### src/rtl/skew_buffer.sv
// Input-staging skew/deskew buffer for the systolic array edges: lane i is delayed
// by i (skew) or LANES-1-i (deskew) cycles. Optional SKEW_ZERO_FILL_EN zeroes invalid lanes.

module skew_buffer_lane #(
  parameter int DEPTH  = 4,
  parameter int DATA_W = 32,
  parameter int SEL_W  = 2
) (
  input  logic              clk,
  input  logic              rst,
  input  logic              en,
  input  logic              vld_i,
  input  logic [DATA_W-1:0] data_i,
  input  logic [SEL_W-1:0]  tap_i,
  output logic              vld_o,
  output logic [DATA_W-1:0] data_o
);

  logic [DEPTH-1:0]             vld_q;
  logic [DEPTH-1:0][DATA_W-1:0] data_q;

  always_ff @(posedge clk or posedge rst) begin
    if (rst) begin
      vld_q  <= '0;
      data_q <= '0;
    end else if (en) begin
      vld_q  <= {vld_q[DEPTH-2:0], vld_i};
      data_q <= {data_q[DEPTH-2:0], data_i};
    end
  end

  assign vld_o  = vld_q[tap_i];
  assign data_o = data_q[tap_i];

endmodule

module skew_buffer #(
  parameter int LANES  = 4,
  parameter int DATA_W = 32
) (
  input  logic                    clk,
  input  logic                    rst,
  input  logic                    en,
  input  logic                    mode,
  input  logic                    in_valid,
  output logic                    in_ready,
  input  logic [LANES*DATA_W-1:0] in_data,
  output logic [LANES-1:0]        out_valid,
  output logic [LANES*DATA_W-1:0] out_data,
  output logic                    busy,
  output logic                    done
);

  localparam int CNT_W = $clog2(LANES + 1);
  localparam int SEL_W = $clog2(LANES);

  if (LANES < 2) begin : g_bad_lanes
    $error("skew_buffer: LANES must be >= 2");
  end

  logic [CNT_W-1:0] cnt_q, cnt_d;
  logic             active_mode_q, active_mode_d;
  logic             done_q, done_d;
  logic             acc;

  assign busy     = (cnt_q != '0);
  // Direction changes wait for the pipe to drain so taps never mix modes.
  assign in_ready = !busy | (mode == active_mode_q);
  assign acc      = in_valid & in_ready & en;
  assign done     = done_q;

  always_comb begin
    cnt_d         = cnt_q;
    active_mode_d = active_mode_q;
    done_d        = 1'b0;
    if (acc) begin
      cnt_d = CNT_W'(LANES);
      if (!busy) active_mode_d = mode;
    end else if (en && busy) begin
      cnt_d  = cnt_q - CNT_W'(1);
      done_d = (cnt_q == CNT_W'(1));
    end
  end

  always_ff @(posedge clk or posedge rst) begin
    if (rst) begin
      cnt_q         <= '0;
      active_mode_q <= 1'b0;
      done_q        <= 1'b0;
    end else begin
      cnt_q         <= cnt_d;
      active_mode_q <= active_mode_d;
      done_q        <= done_d;
    end
  end

  for (genvar i = 0; i < LANES; i++) begin : g_lane
    localparam logic [SEL_W-1:0] TAP_SKW = SEL_W'(i);
    localparam logic [SEL_W-1:0] TAP_DSK = SEL_W'(LANES - 1 - i);

    logic              vld;
    logic [DATA_W-1:0] data;

    skew_buffer_lane #(
      .DEPTH  (LANES),
      .DATA_W (DATA_W),
      .SEL_W  (SEL_W)
    ) u_lane (
      .clk    (clk),
      .rst    (rst),
      .en     (en),
      .vld_i  (acc),
      .data_i (in_data[i*DATA_W +: DATA_W]),
      .tap_i  (active_mode_q ? TAP_DSK : TAP_SKW),
      .vld_o  (vld),
      .data_o (data)
    );

    assign out_valid[i] = vld;
`ifdef SKEW_ZERO_FILL_EN
    assign out_data[i*DATA_W +: DATA_W] = vld ? data : '0;
`else
    assign out_data[i*DATA_W +: DATA_W] = data;
`endif
  end

endmodule

### config.mk
export PLATFORM = sky130hd
export DESIGN_NAME = skew_buffer
export DESIGN_NICKNAME = d
export VERILOG_FILES = /design/src/rtl/skew_buffer.sv
export SDC_FILE = /design/constraint.sdc
export NUM_CORES = 1
export LEC_CHECK = 0
export CAP_MARGIN = 20
export CORE_MARGIN = 2
export CORE_UTILIZATION = 30
export DETAILED_ROUTE_END_ITERATION = 12
export GPL_TIMING_DRIVEN = 1
export PLACE_DENSITY_LB_ADDON = 0.1
export SKIP_CTS_REPAIR_TIMING = 1
export SYNTH_ARGS = -nofsm -noshare
export SYNTH_HDL_FRONTEND = slang
export SYNTH_HIERARCHICAL = 1
export SYNTH_SLANG_ARGS = --single-unit
### constraint.sdc
create_clock -name clk -period 5.6 [get_ports clk]
set_input_delay 1.12 -clock clk [delete_from_list [all_inputs] [get_ports clk]]
set_output_delay 1.12 -clock clk [all_outputs]
set_load 0.1 [all_outputs]
Yosys cells after proc, flatten, opt, wreduce, memory -nomap -nowiden
Index checks and enable logic that the tools add are counted.
Operators by class
  $add $sub $neg: 1
  order comparisons: 4
  eq/ne operators: 2
  multiplexer cells: 24
  bitwise operators: 4
  reductions and logical operators: 5
Operators by type and width (number)
  32-bit binary-select mux with 2-bit select: 4
  32-bit 2-to-1 mux: 4
  2-bit by 3-bit < comparator with 1-bit output, second input constant: 4
  1-bit binary-select mux with 2-bit select: 4
  2-bit 2-to-1 mux: 4
  1-bit 2-to-1 mux: 6
  3-bit 2-to-1 mux: 2
  3-bit by 1-bit == test with 1-bit output, second input constant: 1
  3-bit nonzero test: 1
  3-bit by 1-bit subtractor with 3-bit output, second input constant: 1
  1-bit bitwise AND: 2
  2-bit AND reduction: 1
  2-bit nonzero test: 1
  1-bit == test: 1
  1-bit logical AND: 1
  1-bit zero test: 1
  1-bit NOT: 1
  1-bit bitwise OR: 1
Storage, ports and cells
  register bits after elaboration: 533
  input bits: 133
  output and inout bits: 135
  logic and storage cells: 63

Depth between registers and ports, before layout
  word-level depth: 6
  mapped depth: 6
  gate-level depth less buffers: 5

Modules after synthesis
Netlist, hierarchy kept.
Modules (own cells, without submodules)
  skew_buffer_lane: instances 4, cells each 321, area an instance 5775.5 um2, sequential area each 3303.2 um2
  skew_buffer: instances 1, cells each 34, area an instance 340.3 um2, sequential area each 125.1 um2

Worst setup path before layout
Ideal clock, no wire load.
  path type: input -> output
  from: in mode
  to: out in_ready
  arrival: 1.938 ns
  data required time: 4.480 ns
  path slack: 2.542 ns
  stages on the path: 2
  path buffers: 0
  path through: xor2_1 nand2_1
Between the ends
  cells in the longest elaborated chain, start to end: 2
Ends and longest elaborated chain
  start: declaration: line 44  | input logic mode,
  1-bit == test: line 68  | assign in_ready = !busy | (mode == active_mode_q);
  1-bit bitwise OR: line 68
  end: declaration: line 46  | output logic in_ready,
Every way passes these cells.

Worst setup path in the final report
  from: reg active_mode_q
  to: out out_data[126]
Between the ends
  cells in the longest elaborated chain, start to end: 3
Ends and longest elaborated chain
  start: declaration: line 62  | logic active_mode_q, active_mode_d;
  start signal: assignment: line 92  | active_mode_q <= active_mode_d;
  2-bit 2-to-1 mux: line 114  | .tap_i (active_mode_q ? TAP_DSK : TAP_SKW),
  32-bit binary-select mux with 2-bit select: line 33  | assign data_o = data_q[tap_i];
  32-bit 2-to-1 mux (not written as such): line 33
  end: declaration: line 49  | output logic [LANES*DATA_W-1:0] out_data,
Every way passes these cells. The select of a mux whose other input is x is not followed.

==> run_results.csv <==
group,metric,value,unit
timing,worstMarginPinSlew,1.11,ns
yosys,syn-num-nets,1454,
placement,place_ws,1.47,ns
setup_path,rr_endpoint,"g_lane[2].u_lane/vld_q[0]",
yosys,syn_inst,1318,
clock_network,clk_latency,0.60,ns
placement,place_congestion,0.704,
floorplan,row_count,102,
setup_path,crit_required,4.48,ns
routing,routedWlPerCell,18.2,um
routing,routed_wl,48500,um
cells_and_area,drive_gt1_frac,0.491,
placement,io_buffers,267,
yosys,synth-seq-cells,533,
cells_and_area,regArea,13300,um^2
setup_path,cp-endpoint,"out_data[126]",
setup_path,crit_type,"flop to output pin",
yosys,ys_types,23,
routing,first_pass_iters,4,
yosys,synth.avg_cell_area,17.8,um^2
timing,fin_tns_setup,0,ns
clock_network,cts-root-buf,"clkbuf_16",
setup_path,reg2reg_depth,4,
floorplan,start_util,0.303,
min_path,hold_path_class,"flop to flop",
setup_path,r2r-start,"active_mode_q",
setup_path,crit_path_start,"active_mode_q",
setup_path,worst-path-buf-inv,3,
timing,setup_slack,0.893,ns
cells_and_area,area_growth,22.7,%
clock_network,cts_tree,"yes",
routing,vias,12200,
cells_and_area,multi_input_area,9110,um^2
grt,grt_max_degree,127,
timing,slew_viol_final,0,
floorplan,die_x,284,um
setup_path,cpMaxStageDelayCell,"clkdlybuf4s50_1",
setup_path,worstPathMaxFanout,56,
flow_run,maxCapViolations,0,
placement,post-dp-hpwl,30200,um
yosys,ys_warn_count,6,
grt,grt_pass1_wl,79100,um
timing,setup_viol,0,
floorplan,io_pins,268,
timing,maxSlewHeadroom,0.258,
cells_and_area,layout_common_cells,"dfrtp_1 (532), mux2_2 (528), clkdlybuf4s50_1 (247), mux4_2 (124), clkbuf_16 (69)",
timing,rsz0062_at_grt,"false",
run_status,status,"completed",
routing,drc,0,
setup_path,path_depth,4,
grt,grt_usage,0.124,
setup_path,crit_chain,"inv_8, buf_4, mux4_2, clkdlybuf4s50_1",
floorplan,core_area,77500,um^2
clock_network,cts_sinks,533,
grt,antenna_found_initial,4,
timing,post-route-period-util,0.841,
grt,grt_pass1_vias,13600,
clock_network,clk_pin_slew,0.06,ns
floorplan,fp.dieH,284,um
grt,gr-total-overflow,0,
setup_path,cp-end-kind,"output pin",
setup_path,start_kind,"flop",
clock_network,htree_levels,3,
yosys,synth.cell_area,23400,um^2
setup_path,cp_slowest_stage_delay,1.00,ns
routing,avgViaCountPerCell,4.57,
cells_and_area,n_fill_cell,7327,
routing,postRouteAntennaNets,0,
timing,hold_violations,0,
timing,hold_slack,0.497,ns
clock_network,cts_buffer_depth,3,
yosys,yosysSeqAreaShare,0.569,
routing,drt_iter0_markers,414,
setup_path,path_delay_family,"buffers and inverters",
floorplan,die-area,80400,um^2
cells_and_area,layout_commonest_cell,"dfrtp_1",
clock_network,cts_buffers,66,
timing,clock_skew,0.0245,ns
cells_and_area,finalNetCount,1714,
setup_path,rrSetupSlack,3.63,ns
setup_path,cp_data_arrival_time,3.59,ns
timing,fmax,212,MHz
timing,period_needed,4.71,ns
## Yosys cell counts
cell	n	area share
nand3_1	1	0.00021
nand2_1	3	0.00048
ha_1	3	0.0016
a21oi_2	1	0.00037
dfrtp_1	533	0.57
buf_12	8	0.0068
buf_4	12	0.0038
mux4_1	8	0.0090
nand4b_1	1	0.00037
buf_2	24	0.0051
nand2b_4	1	0.00059
buf_6	53	0.025
a21oi_1	2	0.00043
a21o_1	1	0.00032
nor2_1	2	0.00032
a211o_1	1	0.00037
mux2_1	1	0.00048
mux4_2	124	0.12
nor3_1	1	0.00021
a311oi_2	1	0.00064
xor2_1	1	0.00037
mux2_2	528	0.25
inv_1	8	0.0013
## metal layers
metal | routed length, um | part of all wire | global-route usage
met2 | 24200 | 0.50 | 0.207
met3 | 2640 | 0.054 | 0.0357
met4 | 1340 | 0.028 | 0.0434
met5 | 42 | 0.00087 | 0
met1 | 20200 | 0.42 | 0.153
## area by class of cell
class	count	share of cell area
Inverter	8	0.00183
Timing Repair Buffer	289	0.0989
Clock buffer	102	0.0685
Sequential cell	533	0.464
Tap cell	1040	0.0452
Clock inverter	14	0.00509
Multi-Input combinational cell	680	0.317
Antenna cell	2	0.000174
## metrics by stage
stage | util | std cells | area [um^2]
2_1_floorplan | - | 1318 | 23400
3_3_place_gp | 0.344 | 2550 | 26600
3_5_place_dp | 0.344 | 2550 | 26600
4_1_cts | 0.371 | 2666 | 28800
5_1_grt | 0.371 | 2667 | 28800
6_report | 0.371 | 2668 | 28800
## flip-flops by register name, summed over array words and instances (netlist names)
| signal | cells |
|---|---|
| cnt_q | 3 |
| g_lane.u_lane/data_q | 512 |
| done | 1 |
| active_mode_q | 1 |
| g_lane.u_lane/vld_q | 16 |
## worst reg2reg max path, cell delays in order (launching register included)
cell and delay (ns):
dfrtp_4 0.47, buf_4 0.45, xor2_1 0.19, a21oi_2 0.51
mux2_2 0.27
## logic make-up after synthesis
logic type,synth area share
adder cells (fa/ha/maj),0.00160
flip-flops,0.569
AO/OA/AOI/OAI,0.00214
XOR/XNOR,0.000374
AND/OR/NAND/NOR,0.00219
buffers and inverters,0.0425
multiplexers,0.382
## worst min path at each step
| stage | from | to | slack (ns) | cells after the start |
|---|---|---|---|---|
| floorplan | g_lane[0].u_lane/data_q[96] | g_lane[0].u_lane/data_q[96] | 0.47 | 1 |
| global placement | g_lane[2].u_lane/data_q[97] | g_lane[2].u_lane/data_q[97] | 0.48 | 1 |
| detailed placement | g_lane[2].u_lane/data_q[126] | g_lane[2].u_lane/data_q[126] | 0.49 | 1 |
| CTS | g_lane[3].u_lane/data_q[125] | g_lane[3].u_lane/data_q[125] | 0.50 | 1 |
| global route | g_lane[0].u_lane/data_q[125] | g_lane[0].u_lane/data_q[125] | 0.51 | 1 |
| finish | g_lane[1].u_lane/data_q[97] | g_lane[1].u_lane/data_q[97] | 0.50 | 1 |
Power is not shown: default switching activity piles up to over one toggle a cycle in this logic, so the estimate is an artifact.
